## config.mk

```make
export PLATFORM = sky130hd
export DESIGN_NAME = alu_serial_nbit
export DESIGN_NICKNAME = d
export VERILOG_FILES = /design/src/rtl/alu_pkg.sv /design/src/rtl/alu_digit.sv /design/src/rtl/alu_serial_nbit.sv
export SDC_FILE = /design/constraint.sdc
export NUM_CORES = 1
export LEC_CHECK = 0
export BUFFER_PORTS_ARGS = -buffer_cell sky130_fd_sc_hd__buf_2
export CORE_MARGIN = 2
export CORE_UTILIZATION = 50
export DETAILED_ROUTE_END_ITERATION = 7
export HOLD_SLACK_MARGIN = 0.15
export PLACE_DENSITY = 0.73
export SYNTH_ARGS = -nofsm -noshare
export SYNTH_HDL_FRONTEND = slang
export SYNTH_HIERARCHICAL = 1
export SYNTH_SLANG_ARGS = --single-unit
export TNS_END_PERCENT = 50
```

## constraint.sdc

```tcl
create_clock -name clk -period 4.52 [get_ports clk]
set_input_delay 0.904 -clock clk [delete_from_list [all_inputs] [get_ports clk]]
set_output_delay 0.904 -clock clk [all_outputs]
set_load 0.01 [all_outputs]
```

## src/rtl/alu_pkg.sv

```systemverilog
`default_nettype none
// ============================================================================
//  Module   : alu_pkg
//  Brief    : Shared opcode and FSM state encodings for the serial N-bit ALU.
//  Revision : 1.0  initial release
// ============================================================================
package alu_pkg;

  // Operation select, same control set as the 1-bit ALU slice
  localparam logic [1:0] OP_AND = 2'b00;
  localparam logic [1:0] OP_OR  = 2'b01;
  localparam logic [1:0] OP_ADD = 2'b10;
  localparam logic [1:0] OP_SLT = 2'b11;

  // Sequencer state encoding
  localparam int         ST_W    = 2;
  localparam logic [1:0] ST_IDLE = 2'd0;
  localparam logic [1:0] ST_RUN  = 2'd1;
  localparam logic [1:0] ST_DONE = 2'd2;

  // ADD and SLT both drive the carry chain onto the flags; AND/OR do not
  function automatic logic op_is_arith(input logic [1:0] op);
    return op[1];
  endfunction

endpackage
`default_nettype wire

```

## src/rtl/alu_digit.sv

```systemverilog
`default_nettype none
// ============================================================================
//  Module   : alu_digit
//  Brief    : Combinational DIGIT-bit ALU slice with ripple carry chain.
//             Reused every cycle by the serial ALU sequencer.
//  Revision : 1.0  initial release
// ============================================================================
module alu_digit
  import alu_pkg::*;
#(
  parameter int DIGIT = 1
) (
  input  logic [DIGIT-1:0] a_d,
  input  logic [DIGIT-1:0] b_d,
  input  logic             ainv,
  input  logic             binv,
  input  logic [1:0]       op,
  input  logic             cin,
  output logic [DIGIT-1:0] res_d,
  output logic [DIGIT-1:0] sum_d,
  output logic             cout,
  output logic             c_msb_in
);

  logic [DIGIT-1:0] w_a;
  logic [DIGIT-1:0] w_b;
  logic [DIGIT:0]   w_c;

  // Inversion is applied per digit so the full-width inversion falls out
  assign w_a = a_d ^ {DIGIT{ainv}};
  assign w_b = b_d ^ {DIGIT{binv}};

  // Ripple the carry through the digit, producing the per-bit sum
  always_comb begin
    w_c    = '0;
    sum_d  = '0;
    w_c[0] = cin;
    for (int i = 0; i < DIGIT; i++) begin
      sum_d[i]  = w_a[i] ^ w_b[i] ^ w_c[i];
      w_c[i+1]  = (w_a[i] & w_b[i]) | (w_a[i] & w_c[i]) | (w_b[i] & w_c[i]);
    end
  end

  // Carry out of this digit and carry into its top bit (for overflow)
  assign cout     = w_c[DIGIT];
  assign c_msb_in = w_c[DIGIT-1];

  // Select the per-digit result by operation
  always_comb begin
    res_d = sum_d;
    unique case (op)
      OP_AND:  res_d = w_a & w_b;
      OP_OR:   res_d = w_a | w_b;
      default: res_d = sum_d;
    endcase
  end

endmodule
`default_nettype wire

```

## src/rtl/alu_serial_nbit.sv

```systemverilog
`default_nettype none
// ============================================================================
//  Module   : alu_serial_nbit
//  Brief    : Multi-cycle WIDTH-bit ALU processing DIGIT bits per cycle,
//             LSB digit first, with valid/ready handshakes and C/V/Z flags.
//  Revision : 1.0  initial release
// ============================================================================
module alu_serial_nbit
  import alu_pkg::*;
#(
  parameter int WIDTH = 8,
  parameter int DIGIT = 1
) (
  input  logic             clk,
  input  logic             rst_n,
  input  logic             in_valid,
  output logic             in_ready,
  input  logic [WIDTH-1:0] a,
  input  logic [WIDTH-1:0] b,
  input  logic             ainv,
  input  logic             binv,
  input  logic             carryin,
  input  logic [1:0]       op,
  output logic             out_valid,
  input  logic             out_ready,
  output logic [WIDTH-1:0] result,
  output logic             carry_out,
  output logic             overflow,
  output logic             zero
);

  localparam int            N      = WIDTH / DIGIT;
  localparam int            CW     = $clog2(N) + 1;
  localparam logic [CW-1:0] C_LAST = CW'(N - 1);

  // Reject a digit size that does not tile the word
  if (WIDTH % DIGIT != 0) begin : g_bad_digit
    $error("alu_serial_nbit: WIDTH must be a multiple of DIGIT");
  end

  logic [ST_W-1:0]    r_state;
  logic [ST_W-1:0]    w_state_nxt;
  logic [CW-1:0]      r_cnt;
  logic [WIDTH-1:0]   r_a;
  logic [WIDTH-1:0]   r_b;
  logic               r_ainv;
  logic               r_binv;
  logic [1:0]         r_op;
  logic               r_carry;
  logic [WIDTH-1:0]   r_acc;
  logic [WIDTH-1:0]   r_result;
  logic               r_carry_out;
  logic               r_overflow;
  logic               r_zero;

  logic               w_accept;
  logic               w_last;
  logic [DIGIT-1:0]   w_res_d;
  logic [DIGIT-1:0]   w_sum_d;
  logic               w_cout;
  logic               w_cmsb;
  logic [WIDTH+DIGIT-1:0] w_cat;
  logic [WIDTH-1:0]   w_acc_nxt;
  logic               w_ovf;
  logic               w_slt_bit;
  logic [WIDTH-1:0]   w_final;

  assign w_accept = (r_state == ST_IDLE) && in_valid;
  assign w_last   = (r_state == ST_RUN) && (r_cnt == C_LAST);

  alu_digit #(
    .DIGIT (DIGIT)
  ) u_digit (
    .a_d      (r_a[DIGIT-1:0]),
    .b_d      (r_b[DIGIT-1:0]),
    .ainv     (r_ainv),
    .binv     (r_binv),
    .op       (r_op),
    .cin      (r_carry),
    .res_d    (w_res_d),
    .sum_d    (w_sum_d),
    .cout     (w_cout),
    .c_msb_in (w_cmsb)
  );

  // New digit enters at the MSB side; after N steps digit 0 sits at the LSB
  assign w_cat     = {w_res_d, r_acc};
  assign w_acc_nxt = w_cat[WIDTH+DIGIT-1:DIGIT];

  // On the last step the digit's top bit is the word MSB
  assign w_ovf     = w_cout ^ w_cmsb;
  assign w_slt_bit = w_sum_d[DIGIT-1] ^ w_ovf;
  assign w_final   = (r_op == OP_SLT) ? WIDTH'(w_slt_bit) : w_acc_nxt;

  // State register
  always_ff @(posedge clk) begin
    if (!rst_n) r_state <= ST_IDLE;
    else        r_state <= w_state_nxt;
  end

  // Next-state logic: IDLE -> RUN on accept, RUN -> DONE after N steps, DONE -> IDLE on out_ready
  always_comb begin
    w_state_nxt = r_state;
    unique case (r_state)
      ST_IDLE: if (in_valid)  w_state_nxt = ST_RUN;
      ST_RUN:  if (w_last)    w_state_nxt = ST_DONE;
      ST_DONE: if (out_ready) w_state_nxt = ST_IDLE;
      default: w_state_nxt = ST_IDLE;
    endcase
  end

  // Handshake outputs decoded from state
  always_comb begin
    in_ready  = 1'b0;
    out_valid = 1'b0;
    unique case (r_state)
      ST_IDLE: in_ready  = 1'b1;
      ST_DONE: out_valid = 1'b1;
      default: ;
    endcase
  end

  // Operand capture, per-digit stepping and final result/flag registration
  always_ff @(posedge clk) begin
    if (!rst_n) begin
      r_cnt       <= '0;
      r_a         <= '0;
      r_b         <= '0;
      r_ainv      <= 1'b0;
      r_binv      <= 1'b0;
      r_op        <= OP_AND;
      r_carry     <= 1'b0;
      r_acc       <= '0;
      r_result    <= '0;
      r_carry_out <= 1'b0;
      r_overflow  <= 1'b0;
      r_zero      <= 1'b0;
    end else if (w_accept) begin
      r_cnt   <= '0;
      r_a     <= a;
      r_b     <= b;
      r_ainv  <= ainv;
      r_binv  <= binv;
      r_op    <= op;
      r_carry <= carryin;
      r_acc   <= '0;
    end else if (r_state == ST_RUN) begin
      r_cnt   <= r_cnt + CW'(1);
      r_a     <= r_a >> DIGIT;
      r_b     <= r_b >> DIGIT;
      r_carry <= w_cout;
      r_acc   <= w_acc_nxt;
      if (w_last) begin
        r_result    <= w_final;
        r_carry_out <= op_is_arith(r_op) ? w_cout : 1'b0;
        r_overflow  <= op_is_arith(r_op) ? w_ovf  : 1'b0;
        r_zero      <= (w_final == '0);
      end
    end
  end

  assign result    = r_result;
  assign carry_out = r_carry_out;
  assign overflow  = r_overflow;
  assign zero      = r_zero;

endmodule
`default_nettype wire

```

==> reports/metrics.cfg, run 1 <==
[power]
p_int_uw = 569
p_sw_uw = 188
cellLeakagePower_uw = 0.000843
power_uw = 757
ir_drop_uv = 167
pwr-share-seq = 0.557
p_sw_frac = 0.248
clkPwrFrac = 0.326
powerDensity_nw_per_um2 = 337
combPwrFrac = 0.117

[detailed_routing]
wl_um = 4020
wl_per_cell_um = 13.3
postRouteAntennaNets = 0
post-route-drc-count = 0
drt_first_pass_iters = 4
post_drt_via_cell_ratio = 5.42
drtIter0Drc = 102
num_vias = 1643

[final_layout]
seq_area_um2 = 901
drive_gt1_frac = 0.190
multiInputGateArea_um2 = 1000
syn2layout_area_growth_pct = 11.6
fillers = 365
finalNonFillerCells = 303
fin_nets = 279
num_antenna_cells = 0

[synthesis]
synth.distinct_cells = 37
synth-seq-cells = 45
syn_avg_cell_area_um2 = 8.90
ys_warn_count = 6
synth_area_um2 = 2010
syn_inst = 226
seq_area_frac_synth = 0.448
synthesis.nets = 252

[sta]
setup_violations = 0
slew_viol_final = 0
hold_viol = 0
rsz0062_at_grt = false
skew_ns = 0.00766
setup_ws_ns = 2.35
layout_min_cycle_time_ns = 2.17
setup_tns_ns = 0
relSlewSlack = 0.178
worstMarginPinSlew_ns = 1.23
finalCritPeriodShare = 0.479
clock.fmax_ghz = 0.462

[placed_design]
routabilityCongestion = 0.754
placed_cells = 296
port_buffers = 37
dp_slack_ns = 2.04
post-dp-hpwl_um = 2650

[setup_path]
critPathRequiredTime_ns = 4.73
crit_cells = 4
rrSetupSlack_ns = 2.62
critPathKind = primary input to register
slowest_stage = nor3b_2
critical_path.cell_chain = buf_2 > nor3b_2 > a22oi_1 > a21boi_0
cp-start-kind = primary input
path_max_fanout = 21
critical_path_arrival_ns = 2.38
crit_buf_inv = 1
end_kind = register
cp_top_family = simple AND/OR/NAND/NOR gates
r2r_cells = 3
max_stage_delay_ns = 0.96

[cts]
cts_resized = 0
post_cts_buffers = 0
cts_tree = yes
cts_buffer_depth = 2
cts_hold_buf = 0
insertion_delay_ns = 0.29
clk_pin_slew_ns = 0.07
root_buffer = clkbuf_8
cts_sinks = 45
numCtsBuffers = 5
htreeDepth = 2

[grt]
first_global_vias = 1378
grt_max_degree = 37
grt_antenna_before_repair = 0
grtUsageMet3 = 0.0450
use_met1 = 0.245
grt_overflow = 0
use_met2 = 0.282
grt.busiest_layer = met2
grt_pass1_wl_um = 6290
grt_util_all_layers = 0.182

[floorplan]
coreArea_um2 = 3940
fp.dieW_um = 67.4
num_rows = 23
dieArea_um2 = 4550
start_util = 0.510
die_h_um = 67.4
ios = 38

[worst_hold_path]
min_path_type = register to register
hold_depth = 2

[status]
status = complete, no violations

[job]
drv_cap = 0

[cells in the final DEF, fill, tap and decap left out, types with 2 or more instances in the layout]
| master | n |
|---|---|
| buf_2 | 37 |
| nor2_1 | 6 |
| nand3b_1 | 2 |
| nand3_1 | 4 |
| xor2_2 | 2 |
| a21oi_1 | 12 |
| nand2b_1 | 2 |
| nor2b_1 | 2 |
| a22oi_1 | 15 |
| o21ai_0 | 11 |
| o32ai_1 | 2 |
| nand2_1 | 44 |
| dfxtp_1 | 45 |
| nand4_1 | 9 |
| xor2_1 | 2 |
| a21boi_1 | 4 |
| clkbuf_8 | 6 |
| a21boi_0 | 27 |
| xnor2_1 | 3 |
[through the flow]
step                       util  cell area [µm²]  hold WS, ns
after floorplan               -             2010        0.435
after global placement    0.548             2160        0.443
after detailed placement  0.548             2160        0.450
after CTS                 0.570             2250        0.461
after global routing      0.570             2250        0.492
final                     0.570             2250        0.459
[final timing paths]
kind | start | endpoint
hold / removal | r_a[3]$_SDFFE_PN0P_ | r_a[3]$_SDFFE_PN0P_
hold reg to reg | r_a[3]$_SDFFE_PN0P_ | r_a[3]$_SDFFE_PN0P_
setup / recovery | in_valid | r_a[1]$_SDFFE_PN0P_
setup reg to reg | r_state[0]$_SDFFE_PN0P_ | r_a[1]$_SDFFE_PN0P_
[registers in the layout, summed over array words and instances, names as in the netlist, 2 cells and up]
signal	cells
r_a	8
r_b	8
result	8
r_acc	7
r_cnt	4
r_op	2
r_state	2
[Yosys cell counts (all sizes together)]
cell | n | area [µm²]
dfxtp | 45 | 901
nand2 | 44 | 165
a21boi | 31 | 233
a22oi | 15 | 113
buf | 13 | 90.1
a21oi | 12 | 60.1
o21ai | 11 | 55.1
nand4 | 9 | 56.3
nor2 | 6 | 22.5
clkbuf | 5 | 20.0
nand3 | 4 | 20.0
xor2 | 4 | 50.1
nor2b | 3 | 18.8
xnor2 | 3 | 26.3
nand2b | 2 | 12.5
nand3b | 2 | 15.0
o32ai | 2 | 17.5
a21o | 1 | 7.51
a31o | 1 | 8.76
a31oi | 1 | 6.26
and2 | 1 | 6.26
and3b | 1 | 8.76
ha | 1 | 12.5
nor3 | 1 | 5.00
nor3b | 1 | 12.5
nor4 | 1 | 6.26
o21a | 1 | 7.51
o21bai | 1 | 7.51
o311a | 1 | 10.0
or3 | 1 | 6.26
or3b | 1 | 8.76
xnor3 | 1 | 22.5
[kinds of logic after synthesis]
logic type,synth area share
buffers and inverters,0.0547
adders and majority gates,0.00622
DFF,0.448
and+or+nand+nor,0.181
AOI/OAI and AO/OA,0.261
xor gates and xnor gates,0.0491
[power groups by stage]
| stage | clock network, µW | logic, µW | registers (µW) |
|---|---|---|---|
| 2_1_floorplan | 0 | 73.3 | 428 |
| 3_3_place_gp | 0 | 87.8 | 431 |
| 3_5_place_dp | 0 | 88.9 | 431 |
| 4_1_cts | 252 | 89.2 | 422 |
| 5_1_grt | 269 | 97.6 | 424 |
| 6_report | 247 | 88.3 | 422 |
[worst min-delay path, delay by kind of cell (launching register included)]
kind / cells / cell delay, ns
flops: 1 / 0.31
simple gates: 1 / 0.05
compound gates: 1 / 0.05
[layout make-up]
| type | count | share of cell area |
|---|---|---|
| repair buffers | 38 | 0.0858 |
| well taps | 50 | 0.0279 |
| clock buffers | 7 | 0.0384 |
| flip-flops and latches | 45 | 0.401 |
| multi-input cells | 163 | 0.447 |
[layer usage]
layer  up-vias  share of wire
met1       761           0.51
li1        849              -
met5         -              0
met4         0          0.015
met3         5          0.037
met2        28           0.44
(Power assumes the default switching activity.)
==> run 2: changes to the inputs <==
CORE_UTILIZATION = 49   (was 50)
PLACE_DENSITY = 0.75   (was 0.73)
clock period = 1.95 ns   (was 4.52 ns; I/O delays follow)
==> run 2 against run 1 <==
  * Global-route usage rose by 1.1 points
  * Hold slack got worse by 0.12 ns
  * Die area rose by 1.9%
  * Critical endpoint is now zero$_SDFFE_PN0P_
  * First-iteration DRC count fell by 20%
  * Critical path depth rose by 3
  * Non-clock buffer count rose by 7
  * Sequential share of layout area fell by 0.92 points
==> reports/metrics.cfg, run 2 (same netlist as run 1, synthesis figures left out) <==
[sta]
hold_viol = 0  ; unchanged
relSlewSlack = 0.714  ; +0.536
skew_ns = 0.00296  ; -0.00470 ns
finalCritPeriodShare = 0.941
clock.fmax_ghz = 0.545
slew_viol_final = 0  ; unchanged
layout_min_cycle_time_ns = 1.83
rsz0062_at_grt = false
setup_violations = 0  ; unchanged
worstMarginPinSlew_ns = 0.429  ; -0.799 ns
setup_tns_ns = 0  ; unchanged

[grt]
grt_overflow = 0  ; unchanged
first_global_vias = 1535  ; +11%
use_met1 = 0.226  ; -0.0186
grt_max_degree = 22  ; -41%
use_met2 = 0.334  ; +0.0516
grt_pass1_wl_um = 6660  ; +5.9%
grt_util_all_layers = 0.194  ; +0.0115
grt_antenna_before_repair = 0  ; unchanged
grtUsageMet3 = 0.0345  ; -0.0105
grt.busiest_layer = met2

[cts]
htreeDepth = 2  ; unchanged
cts_tree = yes
numCtsBuffers = 5  ; unchanged
root_buffer = clkbuf_8
cts_buffer_depth = 2  ; unchanged
cts_resized = 0  ; unchanged
cts_sinks = 45  ; unchanged
post_cts_buffers = 0  ; unchanged
cts_hold_buf = 0  ; unchanged
clk_pin_slew_ns = 0.08  ; about the same
insertion_delay_ns = 0.30  ; about the same

[power]
cellLeakagePower_uw = 0.000877  ; +4.1%
power_uw = 1770  ; +130%
clkPwrFrac = 0.324  ; -0.002
ir_drop_uv = 432  ; +160%
pwr-share-seq = 0.551  ; -0.006
p_sw_frac = 0.249  ; +0.000393
combPwrFrac = 0.125  ; +0.008
p_int_uw = 1330  ; +130%
powerDensity_nw_per_um2 = 771  ; +130%
p_sw_uw = 441  ; +130%

[final_layout]
drive_gt1_frac = 0.212  ; +0.0218
syn2layout_area_growth_pct = 14.2
final_common_cell = dfxtp_1
num_antenna_cells = 0  ; unchanged
design_area_um2 = 2300  ; +2.3%
fin_nets = 286  ; +2.5%
layout_common_cells = dfxtp_1, nand2_1, buf_2, a21boi_0, a22oi_1

[worst_hold_path]
hold_depth = 3  ; +1
min_to = r_a[7]$_SDFFE_PN0P_
min_path_type = primary input to register
min-delay-start = a[7]

[setup_path]
r2r_cells = 7  ; +4
rrSetupSlack_ns = 0.12  ; -2.50 ns
end_kind = register
r2r-end = zero$_SDFFE_PN0P_
r2r_start = r_ainv$_SDFFE_PN0P_
critPathKind = register to register
critPathRequiredTime_ns = 2.16  ; -2.57 ns
path_max_fanout = 4  ; -81%
critical_path_arrival_ns = 2.05  ; -0.33 ns
cp-start-kind = register

[detailed_routing]
wl_per_cell_um = 13.2  ; -0.56%
num_vias = 1701  ; +3.5%
wl_um = 4090  ; +1.7%
postRouteAntennaNets = 0  ; unchanged
drt_first_pass_iters = 4  ; unchanged
drtIter0Drc = 82  ; -20%
post_drt_via_cell_ratio = 5.49  ; +1.2%
post-route-drc-count = 0  ; unchanged

[placed_design]
port_buffers = 37  ; unchanged
place_area_um2 = 2210  ; +2.4%
routabilityCongestion = 0.795  ; +5.5%
post-dp-hpwl_um = 2840  ; +6.8%

[floorplan]
ios = 38  ; unchanged
num_rows = 23  ; unchanged
coreArea_um2 = 3970  ; +0.73%
dieArea_um2 = 4630  ; +1.9%
die_h_um = 68.1  ; +0.95%
fp.dieW_um = 68.1  ; +0.95%
start_util = 0.507  ; -0.00370

[job]
drv_cap = 0  ; unchanged

[status]
status = complete, no violations

[run 2: metal layers]
metal	vias up	wire length (µm)
li1	864	-
met1	795	1860
met2	35	1970
met3	7	182
met4	0	80
met5	-	0
[run 2: worst max-delay path, stage by stage (launching register included)]
cell	delay, ns
dfxtp_1	0.34
xor2_2	0.20
xnor2_1	0.29
o32ai_1	0.13
a31o_1	0.24
nor4_1	0.17
a21boi_0	0.12
o32ai_1	0.26
[run 2: final cells by class]
| cell class | instances | area, µm² |
|---|---|---|
| Fill cell | 381 | 1670 |
| Multi-Input combinational cell | 163 | 1000 |
| Sequential cell | 45 | 901 |
| Timing Repair Buffer | 45 | 245 |
| Clock buffer | 7 | 86.3 |
| Tap cell | 50 | 62.6 |
[run 2: per-stage QoR]
stage               utilization  std cells  setup slack (ns)  hold WS, ns
finish                    0.579        310             0.115        0.337
global route              0.579        310            0.0359        0.331
CTS                       0.579        310             0.114        0.336
detailed placement        0.557        303            0.0983        0.449
global placement          0.557        303             0.208        0.444
floorplan                     -        226             0.288        0.435
[run 2: worst max path at each step]
stage	startpoint	to	slack, ns
2_1_floorplan	r_ainv$_SDFFE_PN0P_	zero$_SDFFE_PN0P_	0.29
4_1_cts	r_ainv$_SDFFE_PN0P_	zero$_SDFFE_PN0P_	0.11
3_3_place_gp	r_ainv$_SDFFE_PN0P_	zero$_SDFFE_PN0P_	0.21
3_5_place_dp	r_ainv$_SDFFE_PN0P_	zero$_SDFFE_PN0P_	0.1
6_report	r_ainv$_SDFFE_PN0P_	zero$_SDFFE_PN0P_	0.12
5_1_grt	r_b[0]$_SDFFE_PN0P_	zero$_SDFFE_PN0P_	0.04
[run 2: power groups by stage]
stage / combinational, µW / sequential (µW) / clock [µW]
2_1_floorplan: 170 / 992 / 0
3_3_place_gp: 216 / 997 / 0
3_5_place_dp: 222 / 999 / 0
4_1_cts: 223 / 977 / 589
5_1_grt: 244 / 982 / 627
6_report: 221 / 977 / 574
